--- src/rtl/display_to_map_index.sv ---
// Maps a scan position to its tile in the map matrix, using a two-stage pipeline.
// Outputs: tile column/row, offset inside the tile, row-major map RAM address and tile strobes.
module display_to_map_index #(
  parameter int H_VISIBLE_START = 336,
  parameter int V_VISIBLE_START = 27,
  parameter int MOVE_TO_CENTER  = 7,
  parameter int MAP_COLS        = 80
) (
  input  logic        clk,
  input  logic        rst,
  input  logic        pixel_en,
  input  logic [10:0] display_pos_x,
  input  logic [9:0]  display_pos_y,
  output logic        idx_valid,
  output logic [6:0]  matrix_idx_x,
  output logic [5:0]  matrix_idx_y,
  output logic [3:0]  tile_off_x,
  output logic [3:0]  tile_off_y,
  output logic [11:0] map_addr,
  output logic        map_rd,
  output logic        tile_start,
  output logic        tile_center,
  output logic        frame_done
);

  localparam int MAP_ROWS = 50;
  localparam int H_LAST   = H_VISIBLE_START + MAP_COLS * 16 - 1;
  localparam int V_LAST   = V_VISIBLE_START + MAP_ROWS * 16 - 1;

  localparam logic [11:0] H_LO       = 12'(H_VISIBLE_START);
  localparam logic [11:0] H_HI       = 12'(H_LAST);
  localparam logic [10:0] V_LO       = 11'(V_VISIBLE_START);
  localparam logic [10:0] V_HI       = 11'(V_LAST);
  localparam logic [10:0] REL_X_LAST = 11'(MAP_COLS * 16 - 1);
  localparam logic [9:0]  REL_Y_LAST = 10'(MAP_ROWS * 16 - 1);
  localparam logic [3:0]  CENTER     = 4'(MOVE_TO_CENTER);
  localparam logic [6:0]  COLS       = 7'(MAP_COLS);

  // Stage 1: range check and offset removal
  logic        in_range;
  logic        s1_valid_reg;
  logic [10:0] rel_x_reg;
  logic [9:0]  rel_y_reg;

  // Zero-extended compares so an underflowing position is never seen as in range
  assign in_range = pixel_en
                 && ({1'b0, display_pos_x} >= H_LO) && ({1'b0, display_pos_x} <= H_HI)
                 && ({1'b0, display_pos_y} >= V_LO) && ({1'b0, display_pos_y} <= V_HI);

  always_ff @(posedge clk) begin
    if (rst) begin
      s1_valid_reg <= 1'b0;
      rel_x_reg    <= '0;
      rel_y_reg    <= '0;
    end else begin
      s1_valid_reg <= in_range;
      rel_x_reg    <= display_pos_x - H_LO[10:0];
      rel_y_reg    <= display_pos_y - V_LO[9:0];
    end
  end

  // Stage 2 combinational terms
  logic [6:0]  idx_x_next;
  logic [5:0]  idx_y_next;
  logic [11:0] addr_terms [7];
  logic [11:0] addr_next;
  logic        tile_start_next;
  logic        tile_center_next;
  logic        frame_hit_next;

  assign idx_x_next = rel_x_reg[10:4];
  assign idx_y_next = rel_y_reg[9:4];

  // Row stride as a constant shift-and-add over the set bits of MAP_COLS
  generate
    for (genvar gi = 0; gi < 7; gi++) begin : g_addr_term
      assign addr_terms[gi] = COLS[gi] ? (12'(idx_y_next) << gi) : 12'd0;
    end
  endgenerate

  always_comb begin
    addr_next = 12'(idx_x_next);
    for (int i = 0; i < 7; i++) begin
      addr_next = addr_next + addr_terms[i];
    end
  end

  assign tile_start_next  = s1_valid_reg && (rel_x_reg[3:0] == 4'd0);
  assign tile_center_next = s1_valid_reg && (rel_x_reg[3:0] == CENTER) && (rel_y_reg[3:0] == CENTER);
  assign frame_hit_next   = s1_valid_reg && (rel_x_reg == REL_X_LAST) && (rel_y_reg == REL_Y_LAST);

  // Stage 2: registered outputs; index/offset/address hold across invalid samples
  always_ff @(posedge clk) begin
    if (rst) begin
      idx_valid    <= 1'b0;
      matrix_idx_x <= '0;
      matrix_idx_y <= '0;
      tile_off_x   <= '0;
      tile_off_y   <= '0;
      map_addr     <= '0;
      map_rd       <= 1'b0;
      tile_start   <= 1'b0;
      tile_center  <= 1'b0;
      frame_done   <= 1'b0;
    end else begin
      idx_valid   <= s1_valid_reg;
      // idx_valid still holds the previous sample here, so !idx_valid marks a gap
      map_rd      <= s1_valid_reg && ((rel_x_reg[3:0] == 4'd0) || !idx_valid);
      tile_start  <= tile_start_next;
      tile_center <= tile_center_next;
      frame_done  <= frame_hit_next;
      if (s1_valid_reg) begin
        matrix_idx_x <= idx_x_next;
        matrix_idx_y <= idx_y_next;
        tile_off_x   <= rel_x_reg[3:0];
        tile_off_y   <= rel_y_reg[3:0];
        map_addr     <= addr_next;
      end
    end
  end

endmodule

--- config.mk ---
export PLATFORM = sky130hd
export DESIGN_NAME = display_to_map_index
export DESIGN_NICKNAME = d
export VERILOG_FILES = /design/src/rtl/display_to_map_index.sv
export SDC_FILE = /design/constraint.sdc
export NUM_CORES = 1
export LEC_CHECK = 0
export CAP_MARGIN = 20
export CORE_ASPECT_RATIO = 0.7
export CORE_MARGIN = 2
export CORE_UTILIZATION = 48
export DETAILED_ROUTE_END_ITERATION = 12
export PLACE_DENSITY = 0.79
export SLEW_MARGIN = 20
export SYNTH_ARGS = -nofsm -noshare
export SYNTH_HDL_FRONTEND = slang
export SYNTH_SLANG_ARGS = --single-unit
export TNS_END_PERCENT = 1
--- constraint.sdc ---
create_clock -name clk -period 3.88 [get_ports clk]
set_input_delay 0.776 -clock clk [delete_from_list [all_inputs] [get_ports clk]]
set_output_delay 0.776 -clock clk [all_outputs]
set_load 0.05 [all_outputs]
==> summary.md, run 1 <==
| Metric | Value |
|---|---|
| Global-route wire length before repair | 8960 um |
| Layout Nets | 364 |
| Synth cell types | 51 |
| Synth area leader | dfxtp_1 |
| Clk_lat worst skew | 0.31 ns |
| GPL Wtd Cong | 0.841 |
| Synth area leaders | dfxtp_1, mux2i_1, ha_1 |
| Count of pins over their slew limit | 0 |
| Rows | 22 |
| # setup viols final | 0 |
| Root Driver | clkbuf_8 |
| Vias in the first global route | 1922 |
| Register-to-register setup slack | 1.52 ns |
| FILL cells | 434 |
| Startpoint Class | flop |
| Syn Inst Count | 267 |
| Slowest cell on the critical path | fa_1 |
| FFs w/ async S/R, synth | 0 |
| Synth Area per Inst | 9.64 um^2 |
| Hold_buf cts | 0 |
| Die X | 91.5 um |
| Status | completed |
| Multi-input gate area | 1320 um^2 |
| Post-synth top cells | dfxtp_1, nor2_1, mux2i_1 |
| Ant diodes | 0 |
| Die Height | 65.3 um |
| Yosys reg bits | 56 |
| Crit path cell chain | inv_1, fa_1, inv_1, fa_1, a21o_1, a221oi_1, o311ai_0 |
| Tcrit/Tclk final | 0.608 |
| Clock Pin Slew Worst Setup and Hold Paths | 0.10 ns |
| Final hold violations | 0 |
| CP required | 4.04 ns |
| Synth-to-Final Area Change | 27.6% |
| RSZ-0062 raised after global routing | no |
| Top_reg_cell synth | dfxtp_1 |
| Die ar. | 5980 um^2 |
| Power Dens Cells | 356 nW/um^2 |
| Overflow after GRT | 0 |
| R2R depth | 7 |
| Clk_skew | 0.00606 ns |
| Critical Path AT | 2.52 ns |
| VDD IR max | 0.144 mV |
| Critical path depth in cells | 7 |
| Top delay family on crit path | adder cells |
| Post-Synthesis Net Count | 309 |
| First-pass iteration count of the detailed router | 4 |
| GRT Resource Usage Total | 0.188 |
| DRT antenna net count | 0 |
| Critical path buffers and inverters | 2 |
| P_leak | 1.28 nW |
| Max-Cap Viols | 0 |
| Initial antenna violation count | 0 |
| Htree depth | 2 |
| Endpoint type of the worst setup path | flop |
| CP Class | reg2reg |
| Share of cells above drive strength 1 | 0.0526 |
| CTS tree | built |
| Post-CTS resize count | 0 |
| Worst Hold Depth | 1 |
| Slew @ Worst Pin | 0.601 ns |
| Max Buffers Root-to-Sink | 2 |
| Largest net degree at the start of global routing | 38 |
| DRC Markers | 0 |
| Core area | 5200 um^2 |
| Total power | 1.17 mW |
| DR vias | 2035 |
| DR iter-0 viols | 78 |
| Initial Util | 0.495 |
| Avg WL per Cell | 13.1 um |
| Final HPWL DP | 4040 um |
| Cell with the most instances after synthesis | dfxtp_1 |
| Max FFs per register | 11 |
| CTS sink count | 56 |
| Vias per inst | 5.15 |
| Post-synth EDFFs | 0 |
| Sequential share of the synthesized area | 0.435 |
| I/O Buffers | 61 |
| TNS Setup | 0 ns |
| Max stage delay on crit path | 0.53 ns |
| Total Wirelength | 5170 um |
| I/O Pins | 62 |
| Worst hold path class | reg2reg |
| Setup bufs post-CTS | 0 |
| CTS Buf Count | 5 |
| Post-Syn Area | 2570 um^2 |
| Crit path time final | 2.36 ns |
| Final Instance Count excl. Fillers | 395 |
| Slew margin rel. | 0.599 |
| Achievable Freq | 424 MHz |
| DP Cell Count | 387 |
| Share of the synthesized area in the top cell type | 0.435 |
| FF+latch area | 1120 um^2 |
| Crit-path max FO | 3 |
| Total number of yosys warnings | 0 |
## worst reg2reg max path, cell delays in order, from the launching register on
cell and delay [ns]:
dfxtp_1 0.39, inv_1 0.08, fa_1 0.53, inv_1 0.07, fa_1 0.45, a21o_1 0.21, a221oi_1 0.31, o311ai_0 0.18
## metal layers
metal / vias to the layer above / track usage / wire [um]
met5: - / 0 / 0
met4: 0 / 0.0644 / 57
met3: 7 / 0.0459 / 294
met2: 55 / 0.292 / 2240
met1: 945 / 0.258 / 2580
li1: 1028 / - / -
## worst paths after layout
check / start / end
setup / recovery: rel_x_reg[10] / map_addr[11]
hold / removal: idx_valid / map_rd
setup reg to reg: rel_x_reg[10] / map_addr[11]
hold reg to reg: idx_valid / map_rd
## report_power, final
part	switching [mW]	internal [mW]
clock network	0.190	0.128
logic	0.130	0.0966
registers	0.0229	0.602
total	0.343	0.827
## final cells by class
| type | instances | area share |
|---|---|---|
| multi-input combinational | 185 | 0.402 |
| inverter | 11 | 0.0126 |
| sequential | 56 | 0.342 |
| tap | 72 | 0.0274 |
| timing repair buffer | 63 | 0.189 |
| clock inverter | 3 | 0.00647 |
| clock buffer | 5 | 0.0209 |
## cell usage in the layout, fill, tap and decap left out, types with 2 or more instances in the layout
| cell | Yosys | layout |
|---|---|---|
| mux2i_1 | 23 | 23 |
| a211oi_1 | 2 | 2 |
| nand3_1 | 2 | 2 |
| a21oi_1 | 8 | 8 |
| o21ai_0 | 4 | 4 |
| clkdlybuf4s50_1 | 0 | 60 |
| o211ai_1 | 4 | 4 |
| nor3_1 | 7 | 7 |
| nor2b_1 | 8 | 8 |
| buf_4 | 6 | 2 |
| nor3b_1 | 4 | 4 |
| nand4_1 | 3 | 3 |
| inv_1 | 11 | 11 |
| clkbuf_8 | 0 | 5 |
| and3_1 | 2 | 2 |
| fa_1 | 2 | 2 |
| or3_1 | 2 | 2 |
| xor2_1 | 7 | 7 |
| dfxtp_1 | 56 | 55 |
| nand2b_1 | 4 | 4 |
| o21a_1 | 2 | 2 |
| nor2_1 | 45 | 45 |
| ha_1 | 16 | 16 |
| nand2_1 | 12 | 12 |
| xnor2_1 | 3 | 3 |
| a31oi_1 | 2 | 2 |
## kinds of logic after synthesis
kind of cell               after synthesis  synth area share
AOI/OAI and AO/OA                       31            0.0816
muxes                                   24            0.0952
xor gates and xnor gates                10            0.0340
and+or+nand+nor                        102             0.209
adders and majority gates               18            0.0933
buffers and inverters                   26            0.0515
DFF                                     56             0.435
## per-stage QoR
step	setup slack (ns)	util	hold WS (ns)	cell area [um^2]
finish	1.52	0.632	0.448	3290
global route	1.31	0.632	0.479	3290
CTS	1.51	0.632	0.448	3290
detailed placement	1.52	0.614	0.439	3200
global placement	1.55	0.614	0.429	3200
floorplan	1.72	-	0.415	2570
No activity file was read; power rests on OpenSTA's default activity.
==> run 2: changes to the inputs <==
--- a/config.mk
+++ b/config.mk
@@ -8,9 +8,9 @@
 export CAP_MARGIN = 20
 export CORE_ASPECT_RATIO = 0.7
 export CORE_MARGIN = 2
-export CORE_UTILIZATION = 48
+export CORE_UTILIZATION = 44
 export DETAILED_ROUTE_END_ITERATION = 12
-export PLACE_DENSITY = 0.79
+export PLACE_DENSITY = 0.76
 export SLEW_MARGIN = 20
 export SYNTH_ARGS = -nofsm -noshare
 export SYNTH_HDL_FRONTEND = slang
==> constraint.sdc (replaced) <==
create_clock -name clk -period 2.08 [get_ports clk]
set_input_delay 0.416 -clock clk [delete_from_list [all_inputs] [get_ports clk]]
set_output_delay 0.416 -clock clk [all_outputs]
set_load 0.05 [all_outputs]
==> run 2 against run 1 <==
Compared with the run above:
- flip-flop and latch count unchanged
- via count down 0.69%
- total power up 100%
- combinational power up 100%
- fmax up 14%
- wire length up 3.3%
- sequential share of layout area down 1.1 points
- clock skew up 0.0016 ns
- die area up 8.6%
- clock power up 130%
- critical path depth up 1
- cell count up 3.3%
- critical endpoint is now map_addr[9]
==> summary.md, run 2 (same netlist as run 1, synthesis figures left out) <==
| Metric | Value |
|---|---|
| Initial antenna violation count | 0 |
| Root Driver | clkbuf_8 |
| Synth-to-Final Area Change | 32.1% |
| P_leak | 1.34 nW |
| Initial Util | 0.452 |
| Met2 usage | 0.269 |
| Final hold slack | 0.445 ns |
| Worst setup margin | 0.0132 ns |
| Clock Pin Slew Worst Setup and Hold Paths | 0.10 ns |
| CP Class | reg2reg |
| Max stage delay on crit path | 0.55 ns |
| Top delay family on crit path | adder cells |
| I/O Buffers | 61 |
| Overflow after GRT | 0 |
| GRT Max-Usage Layer | met2 |
| Htree depth | 2 |
| Worst slack, placed | -0.0399 ns |
| FILL cells | 491 |
| Total power | 2.34 mW |
| CTS tree | built |
| # setup viols final | 0 |
| Achievable Freq | 484 MHz |
| Clk_skew | 0.00764 ns |
| Met3 capacity usage during global routing | 0.0341 |
| Slew margin rel. | 0.658 |
| Total Wirelength | 5340 um |
| I/O Pins | 62 |
| Count of pins over their slew limit | 0 |
| Combinational fraction of design power | 0.196 |
| Max-Cap Viols | 0 |
| Share of cells above drive strength 1 | 0.105 |
| RSZ-0062 raised after global routing | yes |
| Crit path cell chain | inv_1, fa_1, inv_2, fa_2, a21o_1, a21oi_2, nor4b_1, a211o_1 |
| Final hold violations | 0 |
| TNS Setup | 0 ns |
| DR vias | 2021 |
| Slew @ Worst Pin | 0.511 ns |
| Critical path buffers and inverters | 2 |
| Die X | 95.4 um |
| Clk network pwr share | 0.307 |
| Endpoint type of the worst setup path | flop |
| Vias per inst | 4.95 |
| Layout Nets | 374 |
| DP Cell Count | 398 |
| Vias in the first global route | 1859 |
| CTS sink count | 56 |
| Power Dens Cells | 688 nW/um^2 |
| Ant diodes | 0 |
| Sw Pwr | 651 uW |
| Core area | 5700 um^2 |
| Cell Int Power | 1.69 mW |
| Tcrit/Tclk final | 0.994 |
| Max FFs per register | 11 |
| Commonest non-fill, non-tap cells in the layout | clkdlybuf4s50_1, dfxtp_1, nor2_1 |
| Die ar. | 6490 um^2 |
| DR iter-0 viols | 79 |
| Largest net degree at the start of global routing | 32 |
| Rows | 23 |
| Clk_lat worst skew | 0.31 ns |
| Worst hold path class | reg2reg |
| Met1 global-route usage | 0.246 |
| Sequential share of power | 0.497 |
| Avg WL per Cell | 13.1 um |
| Slowest cell on the critical path | fa_1 |
| Final HPWL DP | 4200 um |
| CTS Buf Count | 5 |
| VDD IR max | 0.433 mV |
| Final Instance Count excl. Fillers | 408 |
| DRC Markers | 0 |
| Critical Path AT | 2.27 ns |
| Status | completed |
| First-pass iteration count of the detailed router | 4 |
| GRT Resource Usage Total | 0.174 |
| GPL Wtd Cong | 0.814 |
| Sw Share | 0.278 |
| Most common cell after layout, fill and taps aside | clkdlybuf4s50_1 |
| Crit-path max FO | 2 |
| Crit path time final | 2.07 ns |
| Die Height | 68.0 um |
| CP required | 2.29 ns |
| DRT antenna net count | 0 |
| Max Buffers Root-to-Sink | 2 |
| Global-route wire length before repair | 8660 um |
| Startpoint Class | flop |
## run 2: cell count changes in the layout (fill, tap and decap cells not counted), moves of 3 or more
| cell | before | now |
|---|---|---|
| inv_2 | 0 | 3 |
| dfxtp_1 | 55 | 52 |
| inv_1 | 11 | 8 |
| buf_4 | 2 | 12 |
| dfxtp_2 | 1 | 4 |
## run 2: cell type report
type | instances | area (um^2) | area share
Multi-Input combinational cell | 185 | 1330 | 0.392
Sequential cell | 56 | 1130 | 0.331
Timing Repair Buffer | 73 | 696 | 0.204
Tap cell | 75 | 93.8 | 0.0276
Clock buffer | 6 | 72.6 | 0.0213
Inverter | 11 | 41.3 | 0.0121
Clock inverter | 2 | 38.8 | 0.0114
## run 2: path summary, 6_finish.rpt
kind         slack, ns  depth (start not counted)           to           from
max               0.01                          8  map_addr[9]  rel_x_reg[10]
min               0.45                          1       map_rd      idx_valid
max reg2reg       0.01                          8  map_addr[9]  rel_x_reg[10]
min reg2reg       0.45                          1       map_rd      idx_valid
## run 2: routing by layer
metal / vias up / wire [um]
li1: 1052 / -
met5: - / 0
met1: 922 / 2760
met3: 6 / 197
met2: 41 / 2320
met4: 0 / 59
## run 2: per-stage QoR
stage,utilization,instance area (um^2)
after floorplan,-,2590
after global placement,0.574,3270
after detailed placement,0.574,3270
after CTS,0.596,3390
after global routing,0.597,3400
final,0.597,3400
## run 2: power by group through the flow
| stage | combinational [mW] | clock [mW] | sequential, mW |
|---|---|---|---|
| after floorplan | 0.220 | 0 | 1.25 |
| after global placement | 0.441 | 0 | 1.19 |
| after detailed placement | 0.450 | 0 | 1.19 |
| after CTS | 0.456 | 0.728 | 1.16 |
| after global routing | 0.502 | 0.765 | 1.17 |
| final | 0.459 | 0.719 | 1.16 |
## run 2: what timing repair did
action,4_1_cts,5_1_grt
gates resized for setup,4,2
setup endpoints to repair,2,4
hold endpoints to repair,0,0
hold buffers,0,0
pin swaps,4,3
buffers inserted,1,1
==> run 3: changes to the inputs <==
--- a/config.mk
+++ b/config.mk
@@ -11,6 +11,7 @@
 export CORE_UTILIZATION = 44
 export DETAILED_ROUTE_END_ITERATION = 12
 export PLACE_DENSITY = 0.76
+export REMOVE_ABC_BUFFERS = 1
 export SLEW_MARGIN = 20
 export SYNTH_ARGS = -nofsm -noshare
 export SYNTH_HDL_FRONTEND = slang
==> run 3 against run 2 <==
Compared with the run above:
- core utilization is 0.53 points higher
- worst setup slack better by 0.015 ns
- global-route usage is 0.22 points higher
- sequential share of layout area is 0.36 points lower
- die area stayed put
- flip-flop and latch count stayed put
- cell count is 1.2% higher
- critical endpoint unchanged
- wire length is 1.9% higher
- via count is 2.0% higher
- first-iteration DRC count is 38% lower
- critical path type unchanged
==> summary.md, run 3 (same netlist as run 1, synthesis figures left out) <==
| Metric | Value |
|---|---|
| Sequential share of power | 0.515 |
| Power Dens Cells | 654 nW/um^2 |
| Overflow after GRT | 0 |
| Die Height | 68.0 um |
| Largest net degree at the start of global routing | 25 |
| Count of pins over their slew limit | 0 |
| CTS sink count | 56 |
| Register-to-register setup slack | 0.03 ns |
| Synth-to-Final Area Change | 33.3% |
| TNS Setup | 0 ns |
| # setup viols final | 0 |
| Htree depth | 2 |
| Achievable Freq | 487 MHz |
| Clk network pwr share | 0.273 |
| DRT antenna net count | 0 |
| Vias in the first global route | 1909 |
| CTS Buf Count | 5 |
| P_leak | 1.35 nW |
| Total Wirelength | 5440 um |
| DR vias | 2061 |
| Slew @ Worst Pin | 0.508 ns |
| Max-Cap Viols | 0 |
| GPL Wtd Cong | 0.803 |
| Core area | 5700 um^2 |
| Final Instance Count excl. Fillers | 413 |
| Area after DPL | 3300 um^2 |
| Worst setup margin | 0.0286 ns |
| Ant diodes | 0 |
| Initial antenna violation count | 0 |
| Max FFs per register | 11 |
| CP required | 2.29 ns |
| Crit-path max FO | 2 |
| Clk_skew | 0.00669 ns |
| Worst Setup SP | rel_x_reg[10] |
| Total power | 2.25 mW |
| Root Driver | clkbuf_8 |
| Commonest non-fill, non-tap cells in the layout | clkdlybuf4s50_1, dfxtp_1, nor2_1 |
| Sw Share | 0.298 |
| Global-route wire length before repair | 8780 um |
| Status | completed |
| RSZ-0062 raised after global routing | yes |
| Share of cells above drive strength 1 | 0.115 |
| Worst slack, placed | -0.155 ns |
| Combinational fraction of design power | 0.212 |
| Max Buffers Root-to-Sink | 2 |
| Tcrit/Tclk final | 0.986 |
| Slew margin rel. | 0.660 |
| DP Cell Count | 404 |
| CP Class | reg2reg |
| Startpoint Class | flop |
| Die X | 95.4 um |
| Clock Pin Slew Worst Setup and Hold Paths | 0.10 ns |
| Most common cell after layout, fill and taps aside | clkdlybuf4s50_1 |
| Endpoint type of the worst setup path | flop |
| Rows | 23 |
| VDD IR max | 0.292 mV |
| Final Cell Area | 3430 um^2 |
| R2R depth | 8 |
| R2R Path Start | rel_x_reg[10] |
| Layout Nets | 379 |
| Crit path time final | 2.05 ns |
| Final hold violations | 0 |
| Die ar. | 6490 um^2 |
| DR iter-0 viols | 49 |
| Sw Pwr | 669 uW |
| DRC Markers | 0 |
| Cell Int Power | 1.58 mW |
| Initial Util | 0.452 |
| Critical Path AT | 2.26 ns |
| I/O Pins | 62 |
| CTS tree | built |
| Worst hold path class | reg2reg |
| GRT Resource Usage Total | 0.176 |
| Final hold slack | 0.429 ns |
| I/O Buffers | 61 |
| CP Capture Point | map_addr[9] |
| FILL cells | 518 |
| Worst r2r dst | map_addr[9] |
| Final HPWL DP | 4250 um |
| Clk_lat worst skew | 0.31 ns |
| Final core occ | 0.602 |
| Vias per inst | 4.99 |
| First-pass iteration count of the detailed router | 4 |
| Avg WL per Cell | 13.2 um |
-- run 3: critical path, cell delays in order, from the launching register on --
cell	delay, ns
dfxtp_2	0.34
inv_1	0.06
fa_1	0.54
inv_2	0.04
fa_2	0.33
a21o_1	0.20
a21oi_2	0.14
nor4b_1	0.07
a211o_1	0.22
-- run 3: layer usage --
layer  routed length, um  GRT usage  vias to the layer above
met5                   0          0                        -
li1                    -          -                     1059
met2                2350      0.276                       39
met1                2790      0.243                      958
met3                 256     0.0430                        5
met4                  51     0.0482                        0
-- run 3: cell type report --
class	instances	area (um^2)	area share
sequential	56	1120	0.327
timing repair buffer	78	733	0.214
inverter	11	41.3	0.0120
multi-input combinational	185	1350	0.393
clock buffer	5	68.8	0.0201
clock inverter	3	21.3	0.00620
tap	75	93.8	0.0273
-- run 3: power by group through the flow --
stage	registers, mW	logic [mW]	clock network (mW)
after floorplan	1.26	0.175	0
after global placement	1.18	0.455	0
after detailed placement	1.18	0.463	0
after CTS	1.16	0.471	0.625
after global routing	1.16	0.523	0.656
final	1.16	0.477	0.612
-- run 3: worst min path at each step --
| stage | depth (start not counted) | end | from | slack [ns] |
|---|---|---|---|---|
| floorplan | 1 | tile_center | rel_y_reg[3] | 0.41 |
| global placement | 1 | map_rd | idx_valid | 0.43 |
| detailed placement | 1 | map_rd | idx_valid | 0.42 |
| CTS | 1 | map_rd | idx_valid | 0.43 |
| global route | 1 | map_rd | idx_valid | 0.44 |
| finish | 1 | map_rd | idx_valid | 0.43 |
-- run 3: timing repair --
action | 4_1_cts | 5_1_grt
cloned | 0 | 0
hold buffers | 0 | 0
resized for setup | 4 | 4
setup endpoints to repair | 3 | 4
pin swaps | 3 | 3
endpoints found under the hold margin | 0 | 0
buffers inserted | 1 | 0
==> RTL edit, RTL diff (config.mk and constraints of run 1) <==
The output `tile_center` loses its register stage (`tile_center` becomes a continuous assignment).
--- a/src/rtl/display_to_map_index.sv
+++ b/src/rtl/display_to_map_index.sv
@@ -100,14 +100,12 @@
       map_addr     <= '0;
       map_rd       <= 1'b0;
       tile_start   <= 1'b0;
-      tile_center  <= 1'b0;
       frame_done   <= 1'b0;
     end else begin
       idx_valid   <= s1_valid_reg;
       // idx_valid still holds the previous sample here, so !idx_valid marks a gap
       map_rd      <= s1_valid_reg && ((rel_x_reg[3:0] == 4'd0) || !idx_valid);
       tile_start  <= tile_start_next;
-      tile_center <= tile_center_next;
       frame_done  <= frame_hit_next;
       if (s1_valid_reg) begin
         matrix_idx_x <= idx_x_next;
@@ -119,5 +117,7 @@
     end
   end
 
+  assign tile_center = tile_center_next;
+
 endmodule
 
Check against the original RTL: not equivalent (Yosys sat finds a counterexample within 4 cycles, from zero or initial values and one cycle with rst high).
==> RTL edit against run 1 <==
- synthesized cell count is 0.75% lower
- cell area is 1.2% lower
- setup slack worse by 0.35 ns
- fmax is 13% lower
- area after synthesis is 2.6% lower
- routed wire length is 3.0% higher
- sequential cell count is 1 lower
- power is 8.9% higher
- critical path type is now reg2out
==> RTL edit: results (changes against run 1) <==
| Metric | Value |
|---|---|
| CTS root buf | `clkbuf_8 (unchanged)` |
| Seq/Total Area, Yosys | `0.439 (was 0.435)` |
| Combinational Power Share | `0.180 (was 0.194)` |
| Fin nets | `362 (was 364)` |
| Post-route met1 wirelength | `2.72 mm (was 2.58 mm)` |
| Via count | `1,979 (was 2,035)` |
| Pleak | `1.29 nW (was 1.28 nW)` |
| Worst setup slack after layout | `1.17 ns (was 1.52 ns)` |
| First-pass GRT wire length | `9.00 mm (was 8.96 mm)` |
| R2R setup slack | `1.26 ns (was 1.52 ns)` |
| Post-CTS Setup Bufs | `0 (unchanged)` |
| Origin of the worst min-delay path | `idx_valid (unchanged)` |
| Crit path max fanout | `3 (unchanged)` |
| Area contributors post-synth | `dfxtp_1, mux2i_1, ha_1 (unchanged)` |
| Synth warn | `0 (unchanged)` |
| Critical Path Start | `rel_x_reg[1] (was rel_x_reg[10])` |
| Met1 GRT Util | `0.271 (was 0.258)` |
| Post-synth cell types | `42 (was 51)` |
| Worst Setup EP | `tile_center (was map_addr[11])` |
| Slew HR | `0.354 (was 0.599)` |
| Largest register FFs | `11 (unchanged)` |
| Async SR Flop Fraction | `0 (unchanged)` |
| Post-Synthesis Cells | `265 (was 267)` |
| Drt pass-1 iters | `4 (unchanged)` |
| Post-synth top cells | `dfxtp_1, nor2_1, mux2i_1 (unchanged)` |
| WL/cell | `13.7 µm (was 13.1 µm)` |
| Pin count of the biggest net entering global routing | `57 (was 38)` |
| Met2 usage | `0.303 (was 0.292)` |
| WHS | `0.447 ns (was 0.448 ns)` |
| Switching share of power | `0.258 (was 0.293)` |
| Wire length on met2 | `2.30 mm (was 2.24 mm)` |
| Combinational power | `230 µW` |
| Worst reg2reg path depth | `8 (was 7)` |
| Placed insts | `382 (was 387)` |
| Gr usage total | `0.194 (was 0.188)` |
| Vias in the first global route | `1,890 (was 1,922)` |
| Final Wtd Congestion | `0.882 (was 0.841)` |
| GRT met3 Usage | `0.0419 (was 0.0459)` |
| Vias per cell | `5.07 (was 5.15)` |
| Clk pwr share | `0.339 (was 0.272)` |
| Post-DP HPWL | `4.04 mm (about the same)` |
| Post-Syn Nets | `307 (was 309)` |
| Max clock buf depth | `2 (unchanged)` |
| Layout cell share with drive strength beyond 1 | `0.0436 (was 0.0526)` |
| H-tree Lvls | `2 (unchanged)` |
| Max VDD drop | `0.165 mV (was 0.144 mV)` |
| Max Clock Skew | `0.0156 ns (was 0.00606 ns)` |
| Status | `completed (unchanged)` |
| Max stage delay on crit path | `0.80 ns (was 0.53 ns)` |
| Placed cell area | `3110 µm² (was 3200 µm²)` |
| Critical path's top delay family | `buffers and inverters (was adder cells)` |
| Total CTS buffers | `5 (unchanged)` |
| Antenna violations before repair | `0 (unchanged)` |
| Hold WC Path Type | `reg2reg (unchanged)` |
| DR WL met3 | `251 µm (was 294 µm)` |
| DR iter-0 viols | `89 (was 78)` |
| Main synth FF type | `dfxtp_1 (unchanged)` |
| FF-to-FF Start | `rel_x_reg[10] (unchanged)` |
| Fillers | `419 (was 434)` |
| Critical-path top delay cell | `clkdlybuf4s50_1 (was fa_1)` |
==> RTL edit: cell types whose count changed after synthesis, sizes merged, moves of 3 or more <==
cell / before / now
buf: 13 / 9
clkbuf: 2 / 5
nor4: 2 / 5
o21ai: 4 / 7
==> RTL edit: kinds of logic (layout without fill, tap and decap cells) <==
logic type | count (synthesis) | after routing | share of synthesized area
multiplexers | 23 | 23 | 0.0918
AO/OA/AOI/OAI | 32 | 32 | 0.0833
adder cells (fa/ha/maj) | 18 | 18 | 0.0958
buffers and inverters | 26 | 82 | 0.0554
AND/OR/NAND/NOR | 99 | 99 | 0.193
XOR/XNOR | 12 | 12 | 0.0419
flip-flops | 55 | 55 | 0.439
==> RTL edit: final cells by class <==
cell class              instances  area [µm²]  area share
inverters                      12        45.0      0.0139
clock buffers                   6        72.6      0.0224
clock inverters                 2        60.1      0.0185
repair buffers                 62         613       0.189
multi-input cells             184        1270       0.391
well taps                      69        86.3      0.0266
flip-flops and latches         55        1100       0.339
